## config.mk

```make
export PLATFORM = sky130hd
export DESIGN_NAME = mc14500b_clock_ctrl
export DESIGN_NICKNAME = d
export VERILOG_FILES = /design/src/rtl/mc14500b_clock_ctrl.sv
export SDC_FILE = /design/constraint.sdc
export NUM_CORES = 1
export LEC_CHECK = 0
export ABC_AREA = 1
export CAP_MARGIN = 15
export CORE_ASPECT_RATIO = 1.1
export CORE_MARGIN = 1.5
export CORE_UTILIZATION = 41
export CTS_CLUSTER_SIZE = 20
export DETAILED_ROUTE_END_ITERATION = 7
export MAX_ROUTING_LAYER = met4
export PLACE_DENSITY = 0.7
export SYNTH_ARGS = -nofsm -noshare
export SYNTH_HDL_FRONTEND = slang
export SYNTH_SLANG_ARGS = --single-unit
```

## constraint.sdc

```tcl
create_clock -name CLK -period 3 [get_ports CLK]
set_input_delay 0.6 -clock CLK [delete_from_list [all_inputs] [get_ports CLK]]
set_output_delay 0.6 -clock CLK [all_outputs]
set_load 0.01 [all_outputs]
```

## src/rtl/mc14500b_clock_ctrl.sv

```systemverilog
// Clock-enable controller for the MC14500B demo core: one-cycle TICK enables
// in run, single-step and burst modes, with core-requested halt and resume.
module mc14500b_clock_ctrl #(
  parameter int CNT_WIDTH   = 20,
  parameter int COUNT_WIDTH = 16,
  parameter int BURST_LEN   = 8
) (
  input  logic                   CLK,
  input  logic                   RST,
  input  logic [1:0]             MODE,
  input  logic [CNT_WIDTH-1:0]   DIV,
  input  logic                   STEP,
  input  logic                   HALT_REQ,
  input  logic                   RESUME,
  output logic                   TICK,
  output logic                   PHASE,
  output logic [2:0]             STATE,
  output logic [COUNT_WIDTH-1:0] TICK_COUNT
);

  // state | meaning
  // IDLE   | no ticks, decode MODE to pick the next activity
  // RUN    | free-running ticks every DIV+1 cycles
  // STEP   | one tick per STEP pulse
  // BURST  | divided ticks until BURST_LEN have been issued
  // DONE   | burst finished, waits for MODE to leave 11
  // HALTED | core asked to stop; waits for RESUME or MODE 00
  localparam int BW = (BURST_LEN < 1) ? 1 : $clog2(BURST_LEN + 1);

  typedef enum logic [2:0] {
    S_IDLE   = 3'd0,
    S_RUN    = 3'd1,
    S_STEP   = 3'd2,
    S_BURST  = 3'd3,
    S_DONE   = 3'd4,
    S_HALTED = 3'd5
  } state_t;

  state_t               state_q, state_d;
  logic [CNT_WIDTH-1:0] cnt_q, cnt_d;
  logic [CNT_WIDTH-1:0] div_q, div_d;
  logic [BW-1:0]        burst_q, burst_d;
  logic                 tick_d;
  logic                 wrap;

  assign wrap  = (cnt_q == div_q);
  assign STATE = state_q;

  always_comb begin
    state_d = state_q;
    cnt_d   = cnt_q;
    div_d   = div_q;
    burst_d = burst_q;
    tick_d  = 1'b0;
    if (HALT_REQ && state_q != S_HALTED) begin
      state_d = S_HALTED;
      cnt_d   = '0;
    end else begin
      case (state_q)
        S_IDLE: begin
          cnt_d = '0;
          case (MODE)
            2'b01: begin
              state_d = S_RUN;
              div_d   = DIV;
            end
            2'b10: state_d = S_STEP;
            2'b11: begin
              state_d = S_BURST;
              div_d   = DIV;
              burst_d = BW'(BURST_LEN);
            end
            default: state_d = S_IDLE;
          endcase
        end
        S_RUN: begin
          if (MODE != 2'b01) begin
            state_d = S_IDLE;
            cnt_d   = '0;
          end else if (wrap) begin
            // DIV is only re-sampled at a wrap so a period is never cut short
            cnt_d  = '0;
            tick_d = 1'b1;
            div_d  = DIV;
          end else begin
            cnt_d = cnt_q + 1'b1;
          end
        end
        S_STEP: begin
          if (MODE != 2'b10) state_d = S_IDLE;
          else               tick_d  = STEP;
        end
        S_BURST: begin
          if (MODE != 2'b11) begin
            state_d = S_IDLE;
            cnt_d   = '0;
          end else if (burst_q == '0) begin
            state_d = S_DONE;
          end else if (wrap) begin
            cnt_d   = '0;
            tick_d  = 1'b1;
            div_d   = DIV;
            burst_d = burst_q - 1'b1;
            if (burst_q == BW'(1)) state_d = S_DONE;
          end else begin
            cnt_d = cnt_q + 1'b1;
          end
        end
        S_DONE: begin
          if (MODE != 2'b11) state_d = S_IDLE;
        end
        S_HALTED: begin
          if (!HALT_REQ && (RESUME || MODE == 2'b00)) state_d = S_IDLE;
        end
        default: state_d = S_IDLE;
      endcase
    end
  end

  always_ff @(posedge CLK) begin
    if (RST) begin
      state_q    <= S_IDLE;
      cnt_q      <= '0;
      div_q      <= '0;
      burst_q    <= '0;
      TICK       <= 1'b0;
      PHASE      <= 1'b1;
      TICK_COUNT <= '0;
    end else begin
      state_q <= state_d;
      cnt_q   <= cnt_d;
      div_q   <= div_d;
      burst_q <= burst_d;
      TICK    <= tick_d;
      if (tick_d) begin
        PHASE      <= ~PHASE;
        TICK_COUNT <= TICK_COUNT + 1'b1;
      end
    end
  end

endmodule

```

==> impl_metrics.json <==
{
  "status": "completed",
  "skew_ns": 0.00827,
  "initial_core_util_pct": 42.5,
  "overflow": 0,
  "startpoint_type": "flip-flop",
  "dieArea_mm2": 0.0109,
  "cts_resized": 0,
  "netlist_top_cells_area": "dfxtp_1 (31%), nand2_1 (12%), nand3_2 (7.8%)",
  "clock_power_share_pct": 31.7,
  "hold_buffers": 0,
  "io_buffers": 47,
  "r2r-start": "cnt_q[10]$_SDFFE_PP0P_",
  "rsz0062_at_grt": "no",
  "peakVddDrop_uv": 222,
  "power.switching_uw": 746,
  "max_freq_ghz": 0.406,
  "synth_nets": 607,
  "tightestPinTransition_ns": 0.674,
  "worstPathRequired_ns": 3.22,
  "synth_top_area_share_pct": 30.8,
  "cts_setup_buffers": 0,
  "finalSetupTns_ns": 0,
  "clkSinkCount": 65,
  "whs_endpoint": "div_q[9]$_SDFFE_PP0P_",
  "p_sw_share_pct": 33.5,
  "gp_congestion": 0.920,
  "rr_endpoint": "div_q[12]$_SDFFE_PP0P_",
  "hold_slack_ns": 0.483,
  "yosysTopAreaCell": "dfxtp_1",
  "grt_pass1_vias": 3694,
  "core_mm2": 0.00994,
  "synth-edff-count": 0,
  "p_per_area_mw_per_mm2": 454,
  "rows": 38,
  "yosys-top-cells-count": "nand2_1 (136), dfxtp_1 (65), nor2_1 (57)",
  "endpoint_kind": "flip-flop",
  "worstSkewPairLatency_ns": 0.34,
  "max_slew_margin_pct": 55.0,
  "dp_hpwl_um": 7640,
  "hold_violations": 0,
  "max_cap_violations": 0,
  "syn_to_final_growth_pct": 15.8,
  "nNetsFinal": 649,
  "antennaDiodeCount": 0,
  "slew_viol_final": 0,
  "synth_most_common_cell": "nand2_1",
  "ys_ff_latch": 65,
  "cts_buffers": 9,
  "cp_max_fo": 21,
  "synth.distinct_cells": 44,
  "initialDrtViolationCount": 145,
  "route.detailed.drc": 0,
  "grt_util_all_layers_pct": 20.0,
  "ctsHtreeMaxLevel": 3,
  "synthArstFlopShare_pct": 0,
  "ys_warn_count": 0,
  "drtPass1Iterations": 5,
  "leakage_uw": 0.00179,
  "pin_count": 48,
  "clockRootBuffer": "clkbuf_8",
  "viasPerCell": 5.13,
  "avgSynthCellArea_um2": 7.35,
  "p_comb_share_pct": 26.1,
  "post-route-period-util_pct": 82.1,
  "clk_pin_slew_ns": 0.07,
  "min_from": "div_q[9]$_SDFFE_PP0P_",
  "drive_gt1_share_pct": 22.7,
  "ys_seq_area_share_pct": 30.8,
  "min_period_ns": 2.46,
  "drt_wl_total_um": 10100,
  "worst-r2r-setup-slack_ns": 0.54,
  "arrival_ns": 2.69,
  "grt_start_max_net_pins": 22,
  "seqPwrFrac_pct": 42.3,
  "synthFlopType": "dfxtp_1",
  "netlist_area_mm2": 0.00423,
  "syn_inst": 575,
  "reg2regPathDepth": 11,
  "crit_type": "reg2reg",
  "hp-class": "reg2reg",
  "die_x_um": 99.8,
  "setup_viol": 0,
  "grt_pass1_wl_um": 17100,
  "ant_nets": 0,
  "internal-power_uw": 1480,
  "cts_tree": "built",
  "die_h_um": 109,
  "wire_per_inst_um": 13.6,
  "min_path_cells": 2,
  "clock_path_buffers": 2,
  "vias": 3801,
  "antenna_found_initial": 0
}
-- power groups by stage --
stage	logic, uW	registers [uW]	clock network [uW]
floorplan	471	953	0
global placement	567	959	0
detailed placement	585	959	0
CTS	586	940	715
global route	636	944	755
finish	580	940	704
-- worst max-delay path, stage by stage (launching register included) --
cell	delay, ns
dfxtp_1	0.44
inv_2	0.04
nand2_1	0.05
nand2_1	0.05
nor2_1	0.13
nand2_1	0.10
nor2_4	0.24
nand3_4	0.17
nand2_4	0.31
nand2_1	0.50
nand2_1	0.22
a21oi_2	0.07
-- registers in the layout (all words and copies together) (netlist names) --
signal	flops
STATE	3
PHASE	1
div_q	20
cnt_q	20
burst_q	4
TICK_COUNT	16
TICK	1
-- how the worst max path moves through the flow --
stage	start	slack, ns	depth (start not counted)	endpoint
after floorplan	MODE[1]	1.30	10	TICK_COUNT[11]$_SDFFE_PP0P_
after global placement	MODE[1]	0.46	11	cnt_q[18]$_SDFFE_PP0P_
after detailed placement	MODE[1]	0.37	8	div_q[11]$_SDFFE_PP0P_
after CTS	cnt_q[10]$_SDFFE_PP0P_	0.49	11	div_q[12]$_SDFFE_PP0P_
after global routing	cnt_q[10]$_SDFFE_PP0P_	0.27	11	div_q[12]$_SDFFE_PP0P_
final	cnt_q[10]$_SDFFE_PP0P_	0.54	11	div_q[12]$_SDFFE_PP0P_
-- stage by stage --
step / cells / utilization [%] / cell area, um^2 / power [uW] / setup slack, ns
6_report: 741 / 49.3 / 4890 / 2220 / 0.537
5_1_grt: 741 / 49.3 / 4890 / 2340 / 0.270
4_1_cts: 741 / 49.3 / 4890 / 2240 / 0.495
3_5_place_dp: 726 / 47.5 / 4720 / 1540 / 0.367
3_3_place_gp: 726 / 47.5 / 4720 / 1530 / 0.460
2_1_floorplan: 575 / - / 4230 / 1420 / 1.30
-- metal layers --
metal | wire, um | track usage (%) | vias to the layer above
li1 | - | - | 1947
met1 | 4560 | 23.8 | 1766
met2 | 4960 | 34.5 | 71
met3 | 316 | 2.73 | 17
met4 | 218 | 7.85 | 0
met5 | 0 | - | -
-- area by class of cell --
| class | instances | area, um^2 |
|---|---|---|
| fillers | 953 | 5040 |
| multi-input cells | 423 | 2520 |
| flip-flops and latches | 65 | 1300 |
| repair buffers | 52 | 503 |
| inverters | 66 | 248 |
| well taps | 120 | 150 |
| clock buffers | 11 | 131 |
| clock inverters | 4 | 45.0 |
-- logic make-up (layout without fill, tap and decap cells) --
group,count (synthesis),after routing,synth area share [%]
adder cells (fa/ha/maj),5,5,1.48
buffers and inverters,87,133,9.65
AO/OA/AOI/OAI,65,65,10.9
XOR/XNOR,24,24,4.98
AND/OR/NAND/NOR,329,329,42.2
flip-flops,65,65,30.8
-- layout by cell type (no fill, tap or decap), drive strengths merged --
cell type | Yosys | final
nand2 | 160 | 160
inv | 66 | 66
dfxtp | 65 | 65
nor2 | 64 | 64
nand3 | 64 | 64
clkdlybuf4s50 | 0 | 46
a21oi | 46 | 46
nand4 | 16 | 16
xor2 | 15 | 15
nor3 | 13 | 13
clkbuf | 6 | 11
o21ai | 10 | 10
xnor2 | 9 | 9
buf | 15 | 6
nor4 | 5 | 5
ha | 5 | 5
nor3b | 4 | 4
clkinv | 0 | 3
o21bai | 2 | 2
o31ai | 2 | 2
o211a | 2 | 2
o211ai | 1 | 1
a31oi | 1 | 1
o22ai | 1 | 1
nand3b | 1 | 1
and3 | 1 | 1
or2 | 1 | 1
bufinv | 0 | 1
(Power assumes the default switching activity.)
